File: src/rtl/mul_pkg.sv
// Shared definitions for the sequential radix-2 Booth multiplier:
// FSM state codes and Booth-step encoding.
package mul_pkg;

    typedef logic [1:0] state_t;

    localparam state_t IDLE = 2'd0;
    localparam state_t RUN  = 2'd1;
    localparam state_t DONE = 2'd2;

    typedef logic [1:0] booth_op_t;

    localparam booth_op_t BOOTH_NOP = 2'b00;
    localparam booth_op_t BOOTH_ADD = 2'b01;
    localparam booth_op_t BOOTH_SUB = 2'b10;

    // Radix-2 Booth recoding of the pair {Q[0], Qm1}.
    function automatic booth_op_t booth_decode(input logic q0, input logic qm1);
        booth_op_t op;
        case ({q0, qm1})
            2'b10:   op = BOOTH_SUB;
            2'b01:   op = BOOTH_ADD;
            default: op = BOOTH_NOP;
        endcase
        return op;
    endfunction

endpackage

File: src/rtl/booth_mul_ctrl.sv
// Control FSM and step counter for booth_mul_seq: sequences load, WIDTH+1
// Booth steps and a single DONE cycle.
module booth_mul_ctrl
    import mul_pkg::*;
#(
    parameter int WIDTH = 8,
    localparam int CW   = $clog2(WIDTH + 1)
) (
    input  logic clk,
    input  logic rst,
    input  logic start,
    input  logic q0,
    input  logic qm1,
    output logic load,
    output logic step,
    output logic op_add,
    output logic op_sub,
    output logic finish,
    output logic busy
);

    state_t          state;
    logic   [CW-1:0] count;
    booth_op_t       booth_op;

    // NOTE: sequential state uses non-blocking assignments so every register
    // samples the pre-edge values of its neighbours.
    always_ff @(posedge clk or posedge rst) begin
        if (rst) begin
            state <= IDLE;
            count <= '0;
        end else begin
            case (state)
                IDLE: begin
                    if (start) begin
                        state <= RUN;
                        count <= '0;
                    end
                end
                RUN: begin
                    count <= count + CW'(1);
                    if (count == CW'(WIDTH)) state <= DONE;
                end
                DONE:    state <= IDLE;
                default: state <= IDLE;
            endcase
        end
    end

    assign booth_op = booth_decode(q0, qm1);

    assign load   = (state == IDLE) && start;
    assign step   = (state == RUN);
    assign op_add = step && (booth_op == BOOTH_ADD);
    assign op_sub = step && (booth_op == BOOTH_SUB);
    assign finish = (state == DONE);
    assign busy   = step || finish;

endmodule

File: src/rtl/booth_mul_seq.sv
// Sequential radix-2 Booth multiplier, signed or unsigned, one Booth step per
// cycle on a WIDTH+1 bit datapath; done pulses WIDTH+2 cycles after start.
module booth_mul_seq
    import mul_pkg::*;
#(
    parameter int WIDTH = 8
) (
    input  logic                 clk,
    input  logic                 rst,
    input  logic                 start,
    input  logic                 signed_mode,
    input  logic [WIDTH-1:0]     multiplicand,
    input  logic [WIDTH-1:0]     multiplier,
    output logic                 busy,
    output logic                 done,
    output logic [2*WIDTH-1:0]   product
);

    logic [WIDTH:0] a;
    logic [WIDTH:0] q;
    logic [WIDTH:0] m;
    logic           qm1;

    logic [WIDTH:0] ext_mcand;
    logic [WIDTH:0] ext_mplier;
    logic [WIDTH:0] a_sum;

    logic load;
    logic step;
    logic op_add;
    logic op_sub;
    logic finish;

    booth_mul_ctrl #(.WIDTH(WIDTH)) u_ctrl (
        .clk    (clk),
        .rst    (rst),
        .start  (start),
        .q0     (q[0]),
        .qm1    (qm1),
        .load   (load),
        .step   (step),
        .op_add (op_add),
        .op_sub (op_sub),
        .finish (finish),
        .busy   (busy)
    );

    // The extra top bit lets the most negative operand survive negation.
    assign ext_mcand  = {signed_mode & multiplicand[WIDTH-1], multiplicand};
    assign ext_mplier = {signed_mode & multiplier[WIDTH-1], multiplier};

    always_comb begin
        a_sum = a;
        if (op_add)      a_sum = a + m;
        else if (op_sub) a_sum = a - m;
    end

    // NOTE: the datapath registers share the asynchronous reset so an aborted
    // operation leaves no stale operands or partial products behind.
    always_ff @(posedge clk or posedge rst) begin
        if (rst) begin
            a       <= '0;
            q       <= '0;
            qm1     <= 1'b0;
            m       <= '0;
            done    <= 1'b0;
            product <= '0;
        end else begin
            if (load) begin
                a   <= '0;
                q   <= ext_mplier;
                qm1 <= 1'b0;
                m   <= ext_mcand;
            end else if (step) begin
                // Arithmetic right shift of {A,Q,Qm1} using the updated A.
                a   <= {a_sum[WIDTH], a_sum[WIDTH:1]};
                q   <= {a_sum[0], q[WIDTH:1]};
                qm1 <= q[0];
            end
            done <= finish;
            if (finish) product <= {a[WIDTH-2:0], q};
        end
    end

endmodule

File: config.mk
export PLATFORM = sky130hd
export DESIGN_NAME = booth_mul_seq
export DESIGN_NICKNAME = d
export VERILOG_FILES = /design/src/rtl/mul_pkg.sv /design/src/rtl/booth_mul_ctrl.sv /design/src/rtl/booth_mul_seq.sv
export SDC_FILE = /design/constraint.sdc
export NUM_CORES = 1
export LEC_CHECK = 0
export CAP_MARGIN = 20
export CORE_MARGIN = 2
export CORE_UTILIZATION = 50
export DETAILED_ROUTE_END_ITERATION = 8
export PLACE_DENSITY = 0.88
export SLEW_MARGIN = 20
export SYNTH_ARGS = -nofsm -noshare
export SYNTH_HDL_FRONTEND = slang
export SYNTH_SLANG_ARGS = --single-unit
File: constraint.sdc
create_clock -name clk -period 2.3 [get_ports clk]
set_clock_uncertainty 0.1 [all_clocks]
set_input_delay 0.46 -clock clk [delete_from_list [all_inputs] [get_ports clk]]
set_output_delay 0.46 -clock clk [all_outputs]
set_load 0.02 [all_outputs]
Word level (Yosys, flattened, before mapping)
Index checks and enable logic that the tools add are counted.
- bits in registers: 51
- input port bits: 20
- word-level logic and storage cells: 45
- $add $sub $neg: 3
- equality and inequality tests: 9
- muxes and demuxes: 14
- bitwise gates (word level): 2
- reduce and logical (&&, ||, !) cells: 9
- operator list (kind ; count):
    two-way mux 9 bit ; 6
    adder 9 bit ; 1
    subtractor 9 bit ; 1
    case mux 2 bit (2 select lines) ; 2
    case mux 4 bit (2 select lines) ; 1
    equality test 2 x 1 -> 1 bit (second input constant) ; 3
    equality test 2 bit (second input constant) ; 3
    adder 4 x 1 -> 4 bit (second input constant) ; 1
    equality test 4 bit (second input constant) ; 1
    two-way mux 2 bit ; 2
    two-way mux 4 bit ; 1
    != test 2 bit (second input constant) ; 2
    AND reduction 2 bit ; 2
    nonzero test 2 bit ; 2
    logical AND 1 bit ; 3
    AND 1 bit ; 2
    zero test 2 bit ; 1
    two-way mux 1 bit ; 2
    logical OR 1 bit ; 1

Logic depth before layout (Yosys ltp)
- depth after elaboration: 8
- gate-level depth with buffers: 10
- mapped depth without buffers: 10

Hierarchy
From an unflattened synthesis, not the netlist that was laid out.
- cell total of the unflattened synthesis: 315
- area total of the unflattened synthesis: 3109.2 µm²
- modules (own cells, without submodules) (module ; instances ; cells each ; area each (µm²) ; sequential area each (µm²)):
    booth_mul_seq ; 1 ; 272 ; 2701.3 ; 1101.1
    booth_mul_ctrl ; 1 ; 43 ; 407.9 ; 150.1

Least setup slack after synthesis
OpenSTA, ideal clock, no wires.
- path kind: register to register
- start point: reg a[0]
- end point: reg a[7]
- data arrival time: 2064 ps
- path slack: 57 ps
- stages on the path, launching flop included: 11
- buffers on the path: 0
- cell sequence: dfrtp_1 -> inv_1 -> ha_1 -> inv_1 -> fa_1 -> a21oi_1 -> o21ai_0 -> o31ai_1 -> xor2_1 -> a22oi_1 -> mux2i_1
- word-level cells in the longest chain between the ends: 5
- elaborated cells on any way between the ends: 6
- classes of those cells: add/sub (2); mux (4)
- ends and longest elaborated chain (item ; line ; source):
    start: declaration ; booth_mul_seq.sv:19 ; logic [WIDTH:0] a;
    start signal: assignment ; booth_mul_seq.sv:76 ; a <= {a_sum[WIDTH], a_sum[WIDTH:1]};
    subtractor 9 bit ; booth_mul_seq.sv:55 ; else if (op_sub) a_sum = a - m;
    two-way mux 9 bit ; booth_mul_seq.sv:55 ;
    two-way mux 9 bit * ; booth_mul_seq.sv:54 ; if (op_add) a_sum = a + m;
    two-way mux 9 bit * ; booth_mul_seq.sv:74 ; end else if (step) begin
    two-way mux 9 bit * ; booth_mul_seq.sv:69 ; if (load) begin
Every way passes the cells marked *; elsewhere a longest branch is shown, timed or not. The select of a mux whose other input is x is not followed.
A chain may end at the register's enable or synchronous reset.

Final worst setup path
- start point: reg a[5]
- end point: reg a[7]
Same word-level chain as after synthesis.

==> results.tsv <==
stage	metric	value	unit
clock_tree	Clock Sinks	50	
yosys	Synth Area per Inst	9.69	sq um
floorplan	Die Span X	79.8	um
global_route	first-pass GRT wire length	11100	um
power_and_ir_drop	Lkg Pwr	0.00163	uW
clock_tree	CTS root buf	clkbuf_8	
clock_tree	TritonCTS clock tree	done	
routing	Detailed Routing Iterations Pass 1	4	
place	dpl hpwl	4620	um
floorplan	Die Area	6360	sq um
global_route	grt total ovfl	0	
yosys	Post-synth top flop	dfrtp_1	
yosys	Mapped Area	2870	sq um
finish	Filler cells	461	
yosys	EDFF count, synth	0	
sta	Final Critical Period	2.23	ns
sta	setup TNS	0	ns
yosys	Warnings, synthesis	0	
floorplan	Std-Cell Rows	27	
floorplan	Core Box Area	5540	sq um
yosys	Cell variety after synth	44	
finish	ant diodes	0	
worst_setup_path	reg2reg start	a[5]$_DFFE_PP0P_	
worst_setup_path	Buf/Inv on CP	0	
worst_setup_path	critical path required time	2.43	ns
power_and_ir_drop	internal power	3100	uW
worst_setup_path	crit-path max FO	3	
yosys	Synth top cells by count	dfrtp_1, nand2_1, o21ai_0	
worst_setup_path	slowest stage delay, CP	0.41	ns
worst_setup_path	slowest CP cell	dfrtp_1	
finish	Layout Nets	397	
routing	Routed WL	6670	um
floorplan	# IOs	38	
sta	actual slew at the worst max-slew pin	0.527	ns
yosys	share of the yosys chip area belonging to registers	43.6	%
place	routability cong.	0.850	
place	port bufs	37	
yosys	top-count cell post-synth	dfrtp_1	
routing	Routed Antenna Nets	0	
routing	vias per inst	5.63	
clock_tree	cts hold-fix bufs	0	
yosys	Area contributors post-synth	dfrtp_1, ha_1, mux2_2, nand2_1, o21ai_0	
yosys	share of the synthesized area in the top cell type	43.6	%
global_route	initial antenna violation count	0	
worst_setup_path	reg2reg setup slack	0.07	ns
sta	period utilization	97.0	%
worst_setup_path	Setup CP Type	reg2reg	
routing	Detailed Route Iter0 Violations	198	
finish	layout cell share with drive strength beyond 1	19.4	%
sta	RSZ-0062 raised after global routing	true	
routing	via count	2403	
place	placed insts	413	
yosys	syn_nets	339	
worst_setup_path	CP cell instances	ha_1 -> or3_1 -> o211a_1 -> a21oi_1 -> xor2_1 -> a22oi_1 -> mux2i_1	
finish	Area growth syn-to-layout	26.6	%
power_and_ir_drop	worst vdd ir	0.699	mV
power_and_ir_drop	Reg power frac	28.6	%
sta	Final Max Slew Viols	0	
yosys	Async SR Flop Fraction	100	%
sta	final hold vios	0	
global_route	largest net degree at the start of global routing	51	
worst_setup_path	Startpoint Class	flip-flop	
sta	Max transition margin	64.9	%
min_path	Tightest Hold Check Type	in2async	
power_and_ir_drop	Cell Pwr Density	1510	nW/um^2
sta	f_max	448	MHz
sta	final setup fails	0	
clock_tree	clock latency on the worst-skew pair	0.31	ns
power_and_ir_drop	Sw Share	43.3	%
yosys	cell count after synthesis	296	
status	status	finished clean	
job	MaxCap Viol Count	0	
floorplan	Die H	79.8	um
finish	fin cells	427	
worst_setup_path	Setup crit start	a[5]$_DFFE_PP0P_	
global_route	Total GRT Usage	22.4	%
worst_setup_path	CP arrival	2.37	ns
global_route	number of global-route vias before repair	2465	
yosys	Synth Register Bits	50	
clock_tree	clk slew on worst S/H paths	0.11	ns
floorplan	initial core utilization	51.8	%
power_and_ir_drop	clock network fraction of design power	10.1	%
power_and_ir_drop	NetSw	2370	uW
power_and_ir_drop	Comb power frac	61.3	%
clock_tree	H-tree depth	2	
routing	Avg WL per Cell	15.6	um
routing	Remaining DRCs	0	
worst_setup_path	Worst setup EP type	flip-flop	
worst_setup_path	Largest delay share family, worst path	compound AO/OA/AOI/OAI gates	
yosys	Synth area leader	dfrtp_1	
clock_tree	Num CTS Buffers	5	
clock_tree	Max Root-Sink Buffers	2	
-- tightest hold or removal path: cells and delay by family --
kind	cells	cell delay, ns
buffers and inverters	3	0.73
-- sequential cells by signal, summed over array words and instances, names as in the netlist --
name	cells
product	16
m	9
q	9
a	8
u_ctrl.count	4
u_ctrl.state	2
done	1
qm1	1
-- power groups by stage --
stage	Combinational [uW]	Clock (uW)	Sequential (uW)
global route	3690	605	1620
global placement	2950	0	1550
CTS	3200	564	1570
detailed placement	3050	0	1580
finish	3350	554	1560
floorplan	1890	0	1710
-- area by class of cell --
cell class | count | area, sq um | share of cell area, %
sequential | 50 | 1250 | 34.5
inverter | 21 | 78.8 | 2.17
clock inverter | 3 | 28.8 | 0.792
timing repair buffer | 62 | 571 | 15.7
multi-input combinational | 214 | 1540 | 42.5
tap | 72 | 90.1 | 2.48
clock buffer | 5 | 68.8 | 1.89
-- kinds of logic after synthesis --
| group | Yosys count | share of synthesized area [%] |
|---|---|---|
| buffers and inverters | 32 | 4.49 |
| muxes | 26 | 9.77 |
| and+or+nand+nor | 84 | 13.0 |
| adders and majority gates | 23 | 10.6 |
| AOI/OAI and AO/OA | 75 | 16.7 |
| xor gates and xnor gates | 6 | 1.83 |
| DFF | 50 | 43.6 |
-- layer usage --
layer  vias to the layer above  global-route usage, %  wire length [um]
met2                        64                   36.8              3290
met5                         -                      0                 0
met4                         0                   8.47               157
met3                        16                   4.86               315
met1                      1168                   29.0              2910
li1                       1155                      -                 -
-- worst paths after layout --
kind / cells after the start / to
setup / recovery: 7 / a[7]$_DFFE_PP0P_
hold / removal: 3 / product[1]$_DFFE_PP0P_
setup reg to reg: 7 / a[7]$_DFFE_PP0P_
hold reg to reg: 1 / product[15]$_DFFE_PP0P_
max in group asynchronous: 3 / a[1]$_DFFE_PP0P_
min in group clk: 1 / product[15]$_DFFE_PP0P_
-- through the flow --
step | setup WS, ns | cell area (sq um) | total power, uW | hold WS [ns] | utilization, %
final | 0.0693 | 3630 | 5470 | 0.400 | 65.6
after global placement | -0.0414 | 3430 | 4510 | 0.390 | 62.0
after floorplan | 0.0567 | 2870 | 3590 | 0.376 | -
after detailed placement | -0.150 | 3430 | 4630 | 0.396 | 62.0
after global routing | -0.00605 | 3630 | 5910 | 0.418 | 65.6
after CTS | -0.0154 | 3580 | 5330 | 0.413 | 64.5
-- layout by cell type (no fill, tap or decap), drive strengths merged, types with 2 or more instances in the layout --
cell / synthesis / layout
a21oi: 17 / 17
a221oi: 3 / 3
a22o: 2 / 2
a311oi: 2 / 2
a31oi: 2 / 2
a32o: 2 / 2
buf: 3 / 25
clkbuf: 8 / 5
clkdlybuf4s50: 0 / 37
clkinv: 1 / 3
dfrtp: 50 / 50
fa: 2 / 2
ha: 21 / 21
inv: 20 / 21
mux2: 16 / 16
mux2i: 10 / 10
nand2: 39 / 39
nand2b: 5 / 5
nand3: 8 / 8
nor2: 17 / 17
nor2b: 6 / 6
nor3: 2 / 2
o21ai: 29 / 29
o21bai: 3 / 3
o221a: 2 / 2
o221ai: 2 / 2
o31ai: 3 / 3
or2: 2 / 2
or3: 3 / 3
xnor2: 3 / 3
xor2: 3 / 3
-- what timing repair did --
action / CTS / global route
resized for setup: 8 / 9
setup buffers: 3 / 3
pin swaps: 6 / 7
setup endpoints to repair: 1 / 4
(Power assumes the default switching activity.)
